$ cat src/rtl/uart_tx_arbiter_if.sv
// ---------------------------------------------------------------------------
// uart_tx_arbiter_if
// Requester-side handshake bundle of the shared UART transmitter arbiter.
//
// Signals:
//   req       level request per requester, held until its gnt pulse
//   req_data  byte of requester i at [8i+7:8i], valid while req[i]
//   gnt       1-cycle pulse: requester's byte has been latched
//   done      1-cycle pulse: requester's frame has finished on the line
//
// Modports:
//   master  requester side (drives req/req_data)
//   slave   arbiter side (drives gnt/done)
// ---------------------------------------------------------------------------
interface uart_tx_arbiter_if #(
    parameter int NUM_REQ = 4
);
    logic [NUM_REQ-1:0]   req;
    logic [8*NUM_REQ-1:0] req_data;
    logic [NUM_REQ-1:0]   gnt;
    logic [NUM_REQ-1:0]   done;

    modport master (
        output req,
        output req_data,
        input  gnt,
        input  done
    );

    modport slave (
        input  req,
        input  req_data,
        output gnt,
        output done
    );
endinterface

$ cat src/rtl/uart_tx_arbiter.sv
// ---------------------------------------------------------------------------
// uart_tx_arbiter
// Shares one UART transmitter among NUM_REQ requesters. Round-robin grant,
// byte hand-off to the UART, tx_enable/tx_done sequencing and a baud-select
// register whose updates only take effect between frames.
//
// Ports:
//   clk, rst          clock and synchronous active-high reset
//   req_bus           requester handshake (req/req_data in, gnt/done out)
//   baud_wr/wdata     baud-select write strobe and value (any state)
//   uart_data_in      byte presented to the UART, stable from gnt to next gnt
//   uart_tx_enable    start request to the UART
//   uart_baud_select  baud divider to the UART
//   uart_tx_done      UART frame-complete flag
//   busy              high in every state except IDLE
//   owner             index of current / last granted requester
//   err_clr           clears timeout_err
//   timeout_err       sticky frame-timeout flag
//
// Optional feature: define UART_ARB_TIMEOUT_EN to add a per-frame cycle
// counter that abandons a frame after TIMEOUT_CYCLES clocks. Without it the
// FSM waits on the UART indefinitely and timeout_err is tied low.
// ---------------------------------------------------------------------------
module uart_tx_arbiter #(
    parameter int         NUM_REQ        = 4,
    parameter logic [7:0] BAUD_RST       = 8'd16,
    parameter int         TIMEOUT_CYCLES = 4096
) (
    input  logic              clk,
    input  logic              rst,
    uart_tx_arbiter_if.slave  req_bus,
    input  logic              baud_wr,
    input  logic [7:0]        baud_wdata,
    output logic [7:0]        uart_data_in,
    output logic              uart_tx_enable,
    output logic [7:0]        uart_baud_select,
    input  logic              uart_tx_done,
    output logic              busy,
    output logic [2:0]        owner,
    input  logic              err_clr,
    output logic              timeout_err
);

    typedef enum logic [1:0] {
        IDLE,
        LAUNCH,
        WAIT_DONE,
        RELEASE
    } state_t;

    localparam logic [3:0] NUM_REQ_W = 4'(NUM_REQ);

    state_t             state_reg, state_next;
    logic [NUM_REQ-1:0] gnt_reg, gnt_next;
    logic [NUM_REQ-1:0] done_reg, done_next;
    logic               tx_en_reg, tx_en_next;
    logic [7:0]         data_reg, data_next;
    logic [7:0]         baud_sel_reg, baud_sel_next;
    logic [7:0]         baud_shadow_reg, baud_shadow_next;
    logic               baud_pend_reg, baud_pend_next;
    logic [2:0]         owner_reg, owner_next;
    logic [2:0]         rr_last_reg, rr_last_next;

    logic               tmo_hit;    // frame budget exhausted this cycle
    logic               tmo_fire;   // FSM actually abandons the frame

    logic [NUM_REQ-1:0] req_vec;
    logic [7:0]         req_byte [NUM_REQ];
    logic [NUM_REQ-1:0] winner_oh;
    logic [NUM_REQ-1:0] owner_oh;
    logic [7:0]         winner_byte;
    logic [7:0]         req_ext;
    logic [3:0]         scan_idx;
    logic               found;
    logic [2:0]         winner;

    assign req_vec = req_bus.req;

    generate
        for (genvar gi = 0; gi < NUM_REQ; gi++) begin : g_req
            assign req_byte[gi]  = req_bus.req_data[8*gi +: 8];
            assign winner_oh[gi] = (winner == 3'(gi));
            assign owner_oh[gi]  = (owner_reg == 3'(gi));
        end
    endgenerate

    // Round-robin scan starting just after the last winner. The index is
    // kept in range with a single conditional subtract instead of a modulo.
    always_comb begin
        req_ext  = 8'(req_vec);
        found    = 1'b0;
        winner   = '0;
        scan_idx = '0;
        for (int off = 1; off <= NUM_REQ; off++) begin
            scan_idx = {1'b0, rr_last_reg} + 4'(off);
            if (scan_idx >= NUM_REQ_W) begin
                scan_idx = scan_idx - NUM_REQ_W;
            end
            if (!found && req_ext[scan_idx[2:0]]) begin
                found  = 1'b1;
                winner = scan_idx[2:0];
            end
        end
    end

    always_comb begin
        winner_byte = '0;
        for (int i = 0; i < NUM_REQ; i++) begin
            if (winner_oh[i]) begin
                winner_byte = winner_byte | req_byte[i];
            end
        end
    end

    // Next-state and output logic
    always_comb begin
        state_next       = state_reg;
        gnt_next         = '0;
        done_next        = '0;
        tx_en_next       = tx_en_reg;
        data_next        = data_reg;
        baud_sel_next    = baud_sel_reg;
        baud_shadow_next = baud_shadow_reg;
        baud_pend_next   = baud_pend_reg;
        owner_next       = owner_reg;
        rr_last_next     = rr_last_reg;
        tmo_fire         = 1'b0;

        // A write is always captured; it only reaches the UART from IDLE.
        if (baud_wr) begin
            baud_shadow_next = baud_wdata;
            baud_pend_next   = 1'b1;
        end

        case (state_reg)
            IDLE: begin
                if (baud_pend_reg) begin
                    // Apply the old shadow; a write in this same cycle
                    // stays pending for the next IDLE cycle.
                    baud_sel_next = baud_shadow_reg;
                    if (!baud_wr) begin
                        baud_pend_next = 1'b0;
                    end
                end else if (found) begin
                    owner_next   = winner;
                    rr_last_next = winner;
                    data_next    = winner_byte;
                    gnt_next     = winner_oh;
                    state_next   = LAUNCH;
                end
            end
            LAUNCH: begin
                tx_en_next = 1'b1;
                state_next = WAIT_DONE;
            end
            WAIT_DONE: begin
                if (uart_tx_done) begin
                    tx_en_next = 1'b0;
                    done_next  = owner_oh;
                    state_next = RELEASE;
                end else if (tmo_hit) begin
                    tx_en_next = 1'b0;
                    tmo_fire   = 1'b1;
                    state_next = IDLE;
                end
            end
            RELEASE: begin
                // No new grant until the UART has cleared tx_done.
                if (!uart_tx_done) begin
                    state_next = IDLE;
                end else if (tmo_hit) begin
                    tmo_fire   = 1'b1;
                    state_next = IDLE;
                end
            end
            default: begin
                state_next = IDLE;
            end
        endcase
    end

    always_ff @(posedge clk) begin
        if (rst) begin
            state_reg       <= IDLE;
            gnt_reg         <= '0;
            done_reg        <= '0;
            tx_en_reg       <= 1'b0;
            data_reg        <= '0;
            baud_sel_reg    <= BAUD_RST;
            baud_shadow_reg <= BAUD_RST;
            baud_pend_reg   <= 1'b0;
            owner_reg       <= '0;
            rr_last_reg     <= 3'(NUM_REQ - 1);
        end else begin
            state_reg       <= state_next;
            gnt_reg         <= gnt_next;
            done_reg        <= done_next;
            tx_en_reg       <= tx_en_next;
            data_reg        <= data_next;
            baud_sel_reg    <= baud_sel_next;
            baud_shadow_reg <= baud_shadow_next;
            baud_pend_reg   <= baud_pend_next;
            owner_reg       <= owner_next;
            rr_last_reg     <= rr_last_next;
        end
    end

`ifdef UART_ARB_TIMEOUT_EN
    localparam logic [12:0] TMO_LAST = 13'(TIMEOUT_CYCLES - 1);

    logic [12:0] tmo_cnt_reg, tmo_cnt_next;
    logic        tmo_err_reg, tmo_err_next;

    assign tmo_hit = ((state_reg == WAIT_DONE) || (state_reg == RELEASE))
                     && (tmo_cnt_reg == TMO_LAST);

    always_comb begin
        tmo_cnt_next = tmo_cnt_reg;
        tmo_err_next = tmo_err_reg;
        if (state_reg == LAUNCH) begin
            tmo_cnt_next = '0;
        end else if ((state_reg == WAIT_DONE) || (state_reg == RELEASE)) begin
            tmo_cnt_next = tmo_cnt_reg + 13'd1;
        end
        // A fresh timeout beats a simultaneous clear.
        if (tmo_fire) begin
            tmo_err_next = 1'b1;
        end else if (err_clr) begin
            tmo_err_next = 1'b0;
        end
    end

    always_ff @(posedge clk) begin
        if (rst) begin
            tmo_cnt_reg <= '0;
            tmo_err_reg <= 1'b0;
        end else begin
            tmo_cnt_reg <= tmo_cnt_next;
            tmo_err_reg <= tmo_err_next;
        end
    end

    assign timeout_err = tmo_err_reg;
`else
    logic unused_ok;

    assign tmo_hit     = 1'b0;
    assign timeout_err = 1'b0;
    assign unused_ok   = err_clr & tmo_fire & (TIMEOUT_CYCLES != 0);
`endif

    assign req_bus.gnt      = gnt_reg;
    assign req_bus.done     = done_reg;
    assign uart_data_in     = data_reg;
    assign uart_tx_enable   = tx_en_reg;
    assign uart_baud_select = baud_sel_reg;
    assign owner            = owner_reg;
    assign busy             = (state_reg != IDLE);

endmodule
$ cat src/flat_wrapper.sv
// flat-port wrapper written by rule: the top's interface ports become plain ports
module uart_tx_arbiter_flat 
#(
    parameter int         NUM_REQ        = 4,
    parameter logic [7:0] BAUD_RST       = 8'd16,
    parameter int         TIMEOUT_CYCLES = 4096
)
  (clk, rst, baud_wr, baud_wdata, uart_data_in, uart_tx_enable, uart_baud_select, uart_tx_done, busy, owner, err_clr, timeout_err, req_bus_req, req_bus_req_data, req_bus_gnt, req_bus_done);
  uart_tx_arbiter_if #(.NUM_REQ(NUM_REQ)) req_bus_i ();
  input  logic clk;
  input  logic rst;
  input  logic baud_wr;
  input  logic [7:0] baud_wdata;
  output logic [7:0] uart_data_in;
  output logic uart_tx_enable;
  output logic [7:0] uart_baud_select;
  input  logic uart_tx_done;
  output logic busy;
  output logic [2:0] owner;
  input  logic err_clr;
  output logic timeout_err;
  input wire logic [$bits(req_bus_i.req)-1:0] req_bus_req;
  input wire logic [$bits(req_bus_i.req_data)-1:0] req_bus_req_data;
  output wire logic [$bits(req_bus_i.gnt)-1:0] req_bus_gnt;
  output wire logic [$bits(req_bus_i.done)-1:0] req_bus_done;
  assign req_bus_i.req = req_bus_req;
  assign req_bus_i.req_data = req_bus_req_data;
  assign req_bus_gnt = req_bus_i.gnt;
  assign req_bus_done = req_bus_i.done;
  uart_tx_arbiter #(.NUM_REQ(NUM_REQ), .BAUD_RST(BAUD_RST), .TIMEOUT_CYCLES(TIMEOUT_CYCLES)) u_core (.clk(clk), .rst(rst), .req_bus(req_bus_i), .baud_wr(baud_wr), .baud_wdata(baud_wdata), .uart_data_in(uart_data_in), .uart_tx_enable(uart_tx_enable), .uart_baud_select(uart_baud_select), .uart_tx_done(uart_tx_done), .busy(busy), .owner(owner), .err_clr(err_clr), .timeout_err(timeout_err));
endmodule
$ cat config.mk
export PLATFORM = sky130hd
export DESIGN_NAME = uart_tx_arbiter_flat
export DESIGN_NICKNAME = d
export VERILOG_FILES = /design/src/rtl/uart_tx_arbiter_if.sv /design/src/rtl/uart_tx_arbiter.sv /design/src/flat_wrapper.sv
export SDC_FILE = /design/constraint.sdc
export NUM_CORES = 1
export LEC_CHECK = 0
export ABC_AREA = 0
export BUFFER_PORTS_ARGS = -buffer_cell sky130_fd_sc_hd__clkbuf_2
export CAP_MARGIN = 30
export CORE_MARGIN = 5
export CORE_UTILIZATION = 49
export DETAILED_ROUTE_END_ITERATION = 10
export PLACE_DENSITY = 0.8
export RECOVER_POWER = 25
export SYNTH_ARGS = -nofsm -noshare
export SYNTH_HDL_FRONTEND = slang
export SYNTH_SLANG_ARGS = --single-unit
$ cat constraint.sdc
create_clock -name clk -period 3.8 [get_ports clk]
set_clock_uncertainty 0.05 [all_clocks]
set_input_delay 0.57 -clock clk [delete_from_list [all_inputs] [get_ports clk]]
set_output_delay 0.57 -clock clk [all_outputs]
set_load 0.005 [all_outputs]
==> results of run 1 <==
path summary, 6_finish.rpt:
path | slack (ns) | depth (start not counted) | startpoint | to
worst max-delay path | 0.45 | 8 | u_core.rr_last_reg[1]$_SDFFE_PP1P_ | u_core.uart_data_in[3]$_SDFFE_PP0P_
worst min-delay path | 0.41 | 2 | u_core.uart_baud_select[1]$_SDFFE_PP0P_ | u_core.uart_baud_select[1]$_SDFFE_PP0P_
worst max register to register | 0.45 | 8 | u_core.rr_last_reg[1]$_SDFFE_PP1P_ | u_core.uart_data_in[3]$_SDFFE_PP0P_
worst min register to register | 0.41 | 2 | u_core.uart_baud_select[1]$_SDFFE_PP0P_ | u_core.uart_baud_select[1]$_SDFFE_PP0P_
power by group:
part	total [W]	switching [W]	internal [W]
Combinational	0.00103	0.000542	0.000490
Clock	0.000275	0.000148	0.000127
Sequential	0.000576	0.0000591	0.000517
Total	0.00188	0.000749	0.00113
Yosys cell counts, drive strengths merged (2+ instances only):
library cell	n	area [um2]
nor2b	3	18.77
nor3	7	45.04
nor4b	2	17.52
o21ai	3	18.77
a221o	8	80.08
clkbuf	8	30.03
or3	2	12.51
nor3b	10	75.07
a21oi	14	70.07
o21bai	2	15.01
and3	4	25.02
mux2i	14	140.1
nand2	12	45.04
nand2b	2	12.51
inv	5	18.77
ha	7	87.58
mux2	16	202.7
nor4	2	12.51
nor2	20	75.07
o21a	2	15.01
buf	8	57.55
dfxtp	41	820.8
nand3	11	55.05
o22ai	2	12.51
a211o	3	26.28
a2111oi	2	23.77
metrics by stage:
step	instance area (um2)	utilization	cells	hold slack, ns
global route	2559	0.6306	339	0.4310
CTS	2567	0.6327	339	0.4143
finish	2559	0.6306	339	0.4129
global placement	2486	0.6127	332	0.3932
detailed placement	2486	0.6127	332	0.4055
floorplan	2088	-	218	0.3929
tightest hold or removal path, delay by kind of cell, from the launching register on:
family / cells / cell delay, ns
compound gates: 1 / 0.05
simple gates: 1 / 0.05
flops: 1 / 0.32
layout make-up:
type	instances	share of cell area
repair buffers	80	0.1619
clock buffers	6	0.02836
inverters	5	0.007335
well taps	50	0.02445
flip-flops and latches	41	0.3208
clock inverters	1	0.003423
multi-input cells	156	0.4538
metal layers:
layer	GRT usage	vias to the layer above
li1	-	926
met1	0.2391	895
met2	0.3097	39
met3	0.04406	6
met4	0.06602	0
met5	0	-
kinds of logic (layout without fill, tap and decap cells):
group           after synthesis  count (layout)  synth area share
simple gates                 77              77            0.1959
flops                        41              41            0.3931
compound gates               40              40            0.1414
mux                          31              31            0.1750
buf+inv                      21              92           0.05093
fa+ha+maj                     7               7           0.04194
other cells                   1               1          0.001796
==> flow_summary.ini, run 1 <==
[clocking]
htreeDepth = 2
numCtsBuffers = 5
post_cts_resized = 0
cts-root-buf = clkbuf_8
holdBufCountCts = 0
cts_tree = built
cts.path.max_buffers = 2
cts_setup_buffers = 0
clk_latency_ns = 0.30
path_clk_slew_ns = 0.08
cts_sinks = 41

[timing]
setup_violations = 0
final.period_utilization = 0.8815
finalSetupTns_ns = 0
timing.fmax_mhz = 298.6
slew_viol_final = 41
final_hold_viol_count = 0
worst_slew_margin_rel = -0.1214
setup_slack_ns = 0.4505
period_minus_slack_ns = 3.350
rsz0062_at_grt = no
tightestPinTransition_ns = 1.682

[route]
wirelength_um = 4918
wl_met3_um = 237
vias = 1866
via_per_inst = 5.504
detail_route.wl_per_cell_um = 14.51
route.detailed.drc = 0
antenna_left = 0
drt_iter0_drc = 77
firstDrtPassIters = 4
highest_layer = met4
met1Wirelength_um = 2084
wl_met2_um = 2529

[layout]
n_fill_cell = 380
drive_gt1_frac = 0.3218
final_common_cell = clkbuf_2
antenna_cells = 0
synthToLayoutAreaGrowth_pct = 22.53
layout_common_cells = clkbuf_2 (69), dfxtp_1 (41), nor2_1 (20), mux2i_1 (14), a21oi_1 (14)
final_nets = 345
multi_input_comb_area_um2 = 1161
seqCellArea_um2 = 820.8

[worst_setup_path]
worst_setup_path_end_kind = flop
crit_fanout = 8
worst-path-buf-inv = 1
crit_family = compound AO/OA/AOI/OAI gates
critPathKind = reg2reg
path_cells = inv_1 > ha_1 > mux4_2 > o21a_1 > a2111oi_2 > or3_1 > nor3_2 > a221o_1
critPathLaunchType = flop
crit_required_ns = 3.92
crit_path_top_delay_cell = mux4_2
arrival_ns = 3.47
critPathMaxStageDelay_ns = 0.60

[power]
power_density_nw_per_um2 = 735.9
p_leak_nw = 1.183
power_w = 0.001883
peakVddDrop_uv = 366.2

[synth]
async_flop_share = 0
synth_cell_types = 41
syn_area_um2 = 2088
synth_edf_count = 0
synth_fp_nets = 274
ys_seq_elements = 41
yosysWarnings = 0
synth-seq-area-share = 0.3930
synthCells = 218
synth.avg_cell_area_um2 = 9.579
ys.flop_type = dfxtp_1

[die]
start_util = 0.5146
die-area_um2 = 5667
coreArea_um2 = 4058
die_h_um = 75.28
rows = 23
num_io_pins = 79
fp.dieW_um = 75.28

[job]
drv_cap = 1

[global_route]
grt_pass1_vias = 1761
grt_overflow_total = 0
track_usage = 0.1876
grt_pass1_wl_um = 8093
antenna_found_initial = 0
grt_max_degree = 41

[placement]
dp_hpwl_um = 3729
gp_congestion = 0.8500
port_buffers = 76
pre_cts_ws_ns = 0.5133

[hold_path]
hp-class = reg2reg

[outcome]
outcome = finished, violations left
failed_checks = capacitance limit, slew limit
(Power assumes the default switching activity.)
==> run 2: changes to the inputs <==
==> constraint.sdc (replaced) <==
create_clock -name clk -period 3.1 [get_ports clk]
set_clock_uncertainty 0.05 [all_clocks]
set_input_delay 0.465 -clock clk [delete_from_list [all_inputs] [get_ports clk]]
set_output_delay 0.465 -clock clk [all_outputs]
set_load 0.005 [all_outputs]
==> run 2 against run 1 <==
  * The run now ends clean
  * Critical path depth is the same
  * Largest cell class unchanged
  * Core utilization is 2.4 points higher
  * Hold slack got worse by 0.073 ns
  * Clock power rose by 88%
  * Maximum frequency grew 14%
  * Non-clock buffer count up 5
  * Highest routed layer unchanged
  * Final area rose by 3.8%
  * Flip-flop and latch count stayed put
  * Combinational power increased by 30%
  * Wire length grew 4.3%
  * Worst setup slack worse by 0.29 ns
==> flow_summary.ini, run 2 (synthesis gave the netlist of run 1 again) <==
[timing]
tightestPinTransition_ns = 1.004
final_hold_viol_count = 0
slew_viol_final = 0
period_minus_slack_ns = 2.935
setup_violations = 0
worst_slew_margin_rel = 0.3255
rsz0062_at_grt = yes
final.period_utilization = 0.9466
setup_slack_ns = 0.1654
hold_slack_ns = 0.3395
timing.fmax_mhz = 340.8

[die]
fp.dieW_um = 75.28
die-area_um2 = 5667
start_util = 0.5146
coreArea_um2 = 4058
die_h_um = 75.28
rows = 23
num_io_pins = 79

[route]
drt_iter0_drc = 65
route.detailed.drc = 0
via_per_inst = 5.533
wirelength_um = 5128
firstDrtPassIters = 4
antenna_left = 0
detail_route.wl_per_cell_um = 14.86
vias = 1909

[clocking]
cts_sinks = 41
cts_tree = built
path_clk_slew_ns = 0.09
htreeDepth = 2
cts_setup_buffers = 0
holdBufCountCts = 0
post_cts_resized = 0
cts-root-buf = clkbuf_8
clk_latency_ns = 0.30
numCtsBuffers = 5
cts.path.max_buffers = 2

[layout]
synthToLayoutAreaGrowth_pct = 27.20
antenna_cells = 0
layout_common_cells = clkbuf_2 (71), dfxtp_1 (41), nor2_1 (20), mux2i_1 (14), a21oi_1 (14)
final_common_cell = clkbuf_2
fin_util = 0.6546
finalInstanceArea_um2 = 2656
layout.cells.non_filler = 345
drive_gt1_frac = 0.3458
final_nets = 350

[worst_setup_path]
crit_fanout = 8
crit_path_top_delay_cell = mux4_2
regToRegSetupSlack_ns = 0.17
critPathLaunchType = flop
arrival_ns = 3.07
critPathKind = reg2reg
critPathMaxStageDelay_ns = 0.56
crit_required_ns = 3.24
worst_setup_path_end_kind = flop
path_cells = inv_1 > ha_1 > mux4_2 > o21a_1 > a2111oi_2 > or3_1 > nor3_2 > a221o_1

[global_route]
grt_overflow_total = 0
track_usage = 0.1886
grt_max_degree = 41
grt_pass1_wl_um = 8176
antenna_found_initial = 0
grt_pass1_vias = 1835

[hold_path]
hp-class = in2reg

[power]
power_density_nw_per_um2 = 961.3
p_leak_nw = 1.241
peakVddDrop_uv = 647.4

[placement]
pre_cts_ws_ns = 0.1653
dp_hpwl_um = 3852
gp_congestion = 0.8566
place_area_um2 = 2524
placed_cells = 337
port_buffers = 76

[outcome]
outcome = completed

[job]
drv_cap = 0
[run 2: changes by cell type in the layout (fill, tap and decap cells not counted), moves of 2 or more]
cell / change
buf_4: +5
bufinv_16: +2
clkbuf_1: -3
clkbuf_2: +2
[run 2: where the power goes]
group / switching (W) / internal [W] / leakage (nW) / total (W)
clock: 0.000194 / 0.000324 / 0.0687 / 0.000518
sequential: 0.0000662 / 0.000633 / 0.336 / 0.000700
combinational: 0.000680 / 0.000656 / 0.836 / 0.00134
total: 0.000940 / 0.00161 / 1.24 / 0.00255
[run 2: final cells by class]
cell class | instances | area (um2)
inverter | 5 | 18.77
tap | 50 | 62.56
fill | 349 | 1401
sequential | 41 | 820.8
clock buffer | 5 | 68.82
timing repair buffer | 85 | 454.2
multi-input combinational | 156 | 1162
clock inverter | 3 | 68.82
[run 2: final timing paths]
| path | end | start | depth (start not counted) |
|---|---|---|---|
| setup / recovery | u_core.uart_data_in[7]$_SDFFE_PP0P_ | u_core.rr_last_reg[0]$_SDFFE_PP1P_ | 8 |
| hold / removal | u_core.baud_shadow_reg[4]$_SDFFE_PP1P_ | baud_wdata[4] | 2 |
| setup reg to reg | u_core.uart_data_in[7]$_SDFFE_PP0P_ | u_core.rr_last_reg[0]$_SDFFE_PP1P_ | 8 |
| hold reg to reg | u_core.uart_baud_select[0]$_SDFFE_PP0P_ | u_core.uart_baud_select[0]$_SDFFE_PP0P_ | 2 |
[run 2: worst max-delay path: cells and delay by family (launching register included)]
kind            cells  cell delay, ns
flops               1            0.33
mux                 1            0.56
compound gates      3            0.95
fa+ha+maj           1            0.44
simple gates        2            0.43
buf+inv             1            0.08
[run 2: per-stage QoR]
step,power [W],TNS (ns)
floorplan,0.001670,0
global placement,0.001997,0
detailed placement,0.002040,0
CTS,0.002562,0
global route,0.002728,-0.01254
finish,0.002553,0
[run 2: metal layers]
metal  up-vias  part of all wire  track usage
met5         -                 0            0
li1        938                 -            -
met2        46              0.52       0.3193
met3        13             0.047      0.04806
met4         0             0.023      0.08932
met1       912              0.41       0.2218
==> run 3: changes to the inputs <==
--- a/config.mk
+++ b/config.mk
@@ -9,9 +9,9 @@
 export BUFFER_PORTS_ARGS = -buffer_cell sky130_fd_sc_hd__clkbuf_2
 export CAP_MARGIN = 30
 export CORE_MARGIN = 5
-export CORE_UTILIZATION = 49
+export CORE_UTILIZATION = 40
 export DETAILED_ROUTE_END_ITERATION = 10
-export PLACE_DENSITY = 0.8
+export PLACE_DENSITY = 0.67
 export RECOVER_POWER = 25
 export SYNTH_ARGS = -nofsm -noshare
 export SYNTH_HDL_FRONTEND = slang
==> run 3 against run 2 <==
  * Count of clock-buffer cells in the layout grew 1
  * Highest routed layer unchanged
  * Clock power shrank 31%
  * Worst setup slack gained 0.0078 ns
==> flow_summary.ini, run 3 (synthesis gave the netlist of run 1 again) <==
[outcome]
outcome = completed

[route]
route.detailed.drc = 0
wirelength_um = 4830
highest_layer = met4
detail_route.wl_per_cell_um = 13.38
drt_iter0_drc = 79
met1Wirelength_um = 2072
wl_met2_um = 2472
firstDrtPassIters = 4
via_per_inst = 5.014
wl_met3_um = 233
vias = 1810
antenna_left = 0

[hold_path]
hp-class = in2reg
whs_path_depth = 2

[layout]
n_fill_cell = 502
seqCellArea_um2 = 820.8
final_nets = 346
drive_gt1_frac = 0.3540
multi_input_comb_area_um2 = 1179
synthToLayoutAreaGrowth_pct = 25.70
final_common_cell = clkbuf_2
layout_common_cells = clkbuf_2 (72), dfxtp_1 (41), nor2_1 (20), a21oi_1 (14), mux2i_1 (13)
antenna_cells = 0
finalInstanceArea_um2 = 2625

[timing]
hold_slack_ns = 0.3249
timing.fmax_mhz = 341.7
rsz0062_at_grt = no
finalSetupTns_ns = 0
final.period_utilization = 0.9441
tightestPinTransition_ns = 0.7924
period_minus_slack_ns = 2.927
setup_slack_ns = 0.1732
final_hold_viol_count = 0
setup_violations = 0
worst_slew_margin_rel = 0.4717
slew_viol_final = 0

[global_route]
grt_pass1_vias = 1657
antenna_found_initial = 0
grt_max_degree = 41
grt_overflow_total = 0
track_usage = 0.1509
grt_pass1_wl_um = 7900

[power]
peakVddDrop_uv = 365.7
p_leak_nw = 1.205
switchingPower_w = 0.0009170
combPwrFrac = 0.552
pwr-share-clk = 0.153
power_density_nw_per_um2 = 898.5
p_seq_frac = 0.296
intPower_w = 0.001442
p_sw_frac = 0.3888

[clocking]
cts_sinks = 41
cts_tree = built
htreeDepth = 2
clk_latency_ns = 0.29
cts.path.max_buffers = 2
cts-root-buf = clkbuf_8
holdBufCountCts = 0
path_clk_slew_ns = 0.08
numCtsBuffers = 5

[worst_setup_path]
worst_setup_path_end_kind = flop
critPathMaxStageDelay_ns = 0.45
worst-path-buf-inv = 2
rr_worst_depth = 9
path_cells = inv_1 > ha_2 > mux2i_1 > nand2_1 > a2111oi_2 > a211o_1 > buf_12 > mux2_2 > a221o_1
crit_fanout = 21
critPathLaunchType = flop
arrival_ns = 3.06
crit_path_top_delay_cell = ha_2
crit_family = compound AO/OA/AOI/OAI gates
critPathKind = reg2reg
crit_required_ns = 3.23
critical_path_depth = 9

[die]
num_io_pins = 79
die-area_um2 = 6766
die_h_um = 82.26
rows = 26
start_util = 0.4115
coreArea_um2 = 5075
fp.dieW_um = 82.26

[placement]
dp_hpwl_um = 3633
pre_cts_ws_ns = 0.02653
gp_congestion = 0.7716
port_buffers = 76
place_area_um2 = 2516

[job]
drv_cap = 0
-- run 3: stage by stage --
stage / total power [W] / std cells / util
after global routing: 0.002547 / 361 / 0.5173
after global placement: 0.001956 / 352 / 0.4948
after floorplan: 0.001670 / 218 / -
after CTS: 0.002359 / 361 / 0.5158
final: 0.002359 / 361 / 0.5173
after detailed placement: 0.001982 / 353 / 0.4958
-- run 3: cell type report --
| class | instances | share of cell area |
|---|---|---|
| clock buffers | 6 | 0.03146 |
| clock inverters | 2 | 0.005243 |
| inverters | 5 | 0.007150 |
| multi-input cells | 156 | 0.4490 |
| flip-flops and latches | 41 | 0.3127 |
| well taps | 70 | 0.03337 |
| repair buffers | 81 | 0.1611 |
-- run 3: timing repair --
item | 4_1_cts | 5_1_grt
resized for setup | 1 | 4
setup buffers | 0 | 0
endpoints found under the setup margin | 1 | 8
pin swaps | 0 | 0
-- run 3: layer usage --
metal | track usage | up-vias
met1 | 0.1867 | 838
met4 | 0.03488 | 0
li1 | - | 929
met5 | 0 | -
met3 | 0.04230 | 6
met2 | 0.2588 | 37
-- run 3: path summary, 6_finish.rpt --
kind	endpoint	slack [ns]	from
max	u_core.uart_data_in[0]$_SDFFE_PP0P_	0.17	u_core.rr_last_reg[0]$_SDFFE_PP1P_
min	u_core.baud_shadow_reg[4]$_SDFFE_PP1P_	0.32	baud_wdata[4]
max reg2reg	u_core.uart_data_in[0]$_SDFFE_PP0P_	0.17	u_core.rr_last_reg[0]$_SDFFE_PP1P_
min reg2reg	u_core.uart_baud_select[5]$_SDFFE_PP0P_	0.41	u_core.uart_baud_select[5]$_SDFFE_PP0P_
-- run 3: power by group through the flow --
stage | clock (W) | sequential [W] | combinational (W)
after floorplan | 0 | 0.000709 | 0.000961
after global placement | 0 | 0.000709 | 0.00125
after detailed placement | 0 | 0.000710 | 0.00127
after CTS | 0.000375 | 0.000698 | 0.00129
after global routing | 0.000402 | 0.000713 | 0.00143
final | 0.000360 | 0.000697 | 0.00130
-- run 3: worst reg2reg max path, cell delays in order, from the launching register on --
cell       delay (ns)
dfxtp_1          0.33
inv_1            0.07
ha_2             0.45
mux2i_1          0.34
nand2_1          0.15
a2111oi_2        0.38
a211o_1          0.19
buf_12           0.18
mux2_2           0.35
a221o_1          0.33
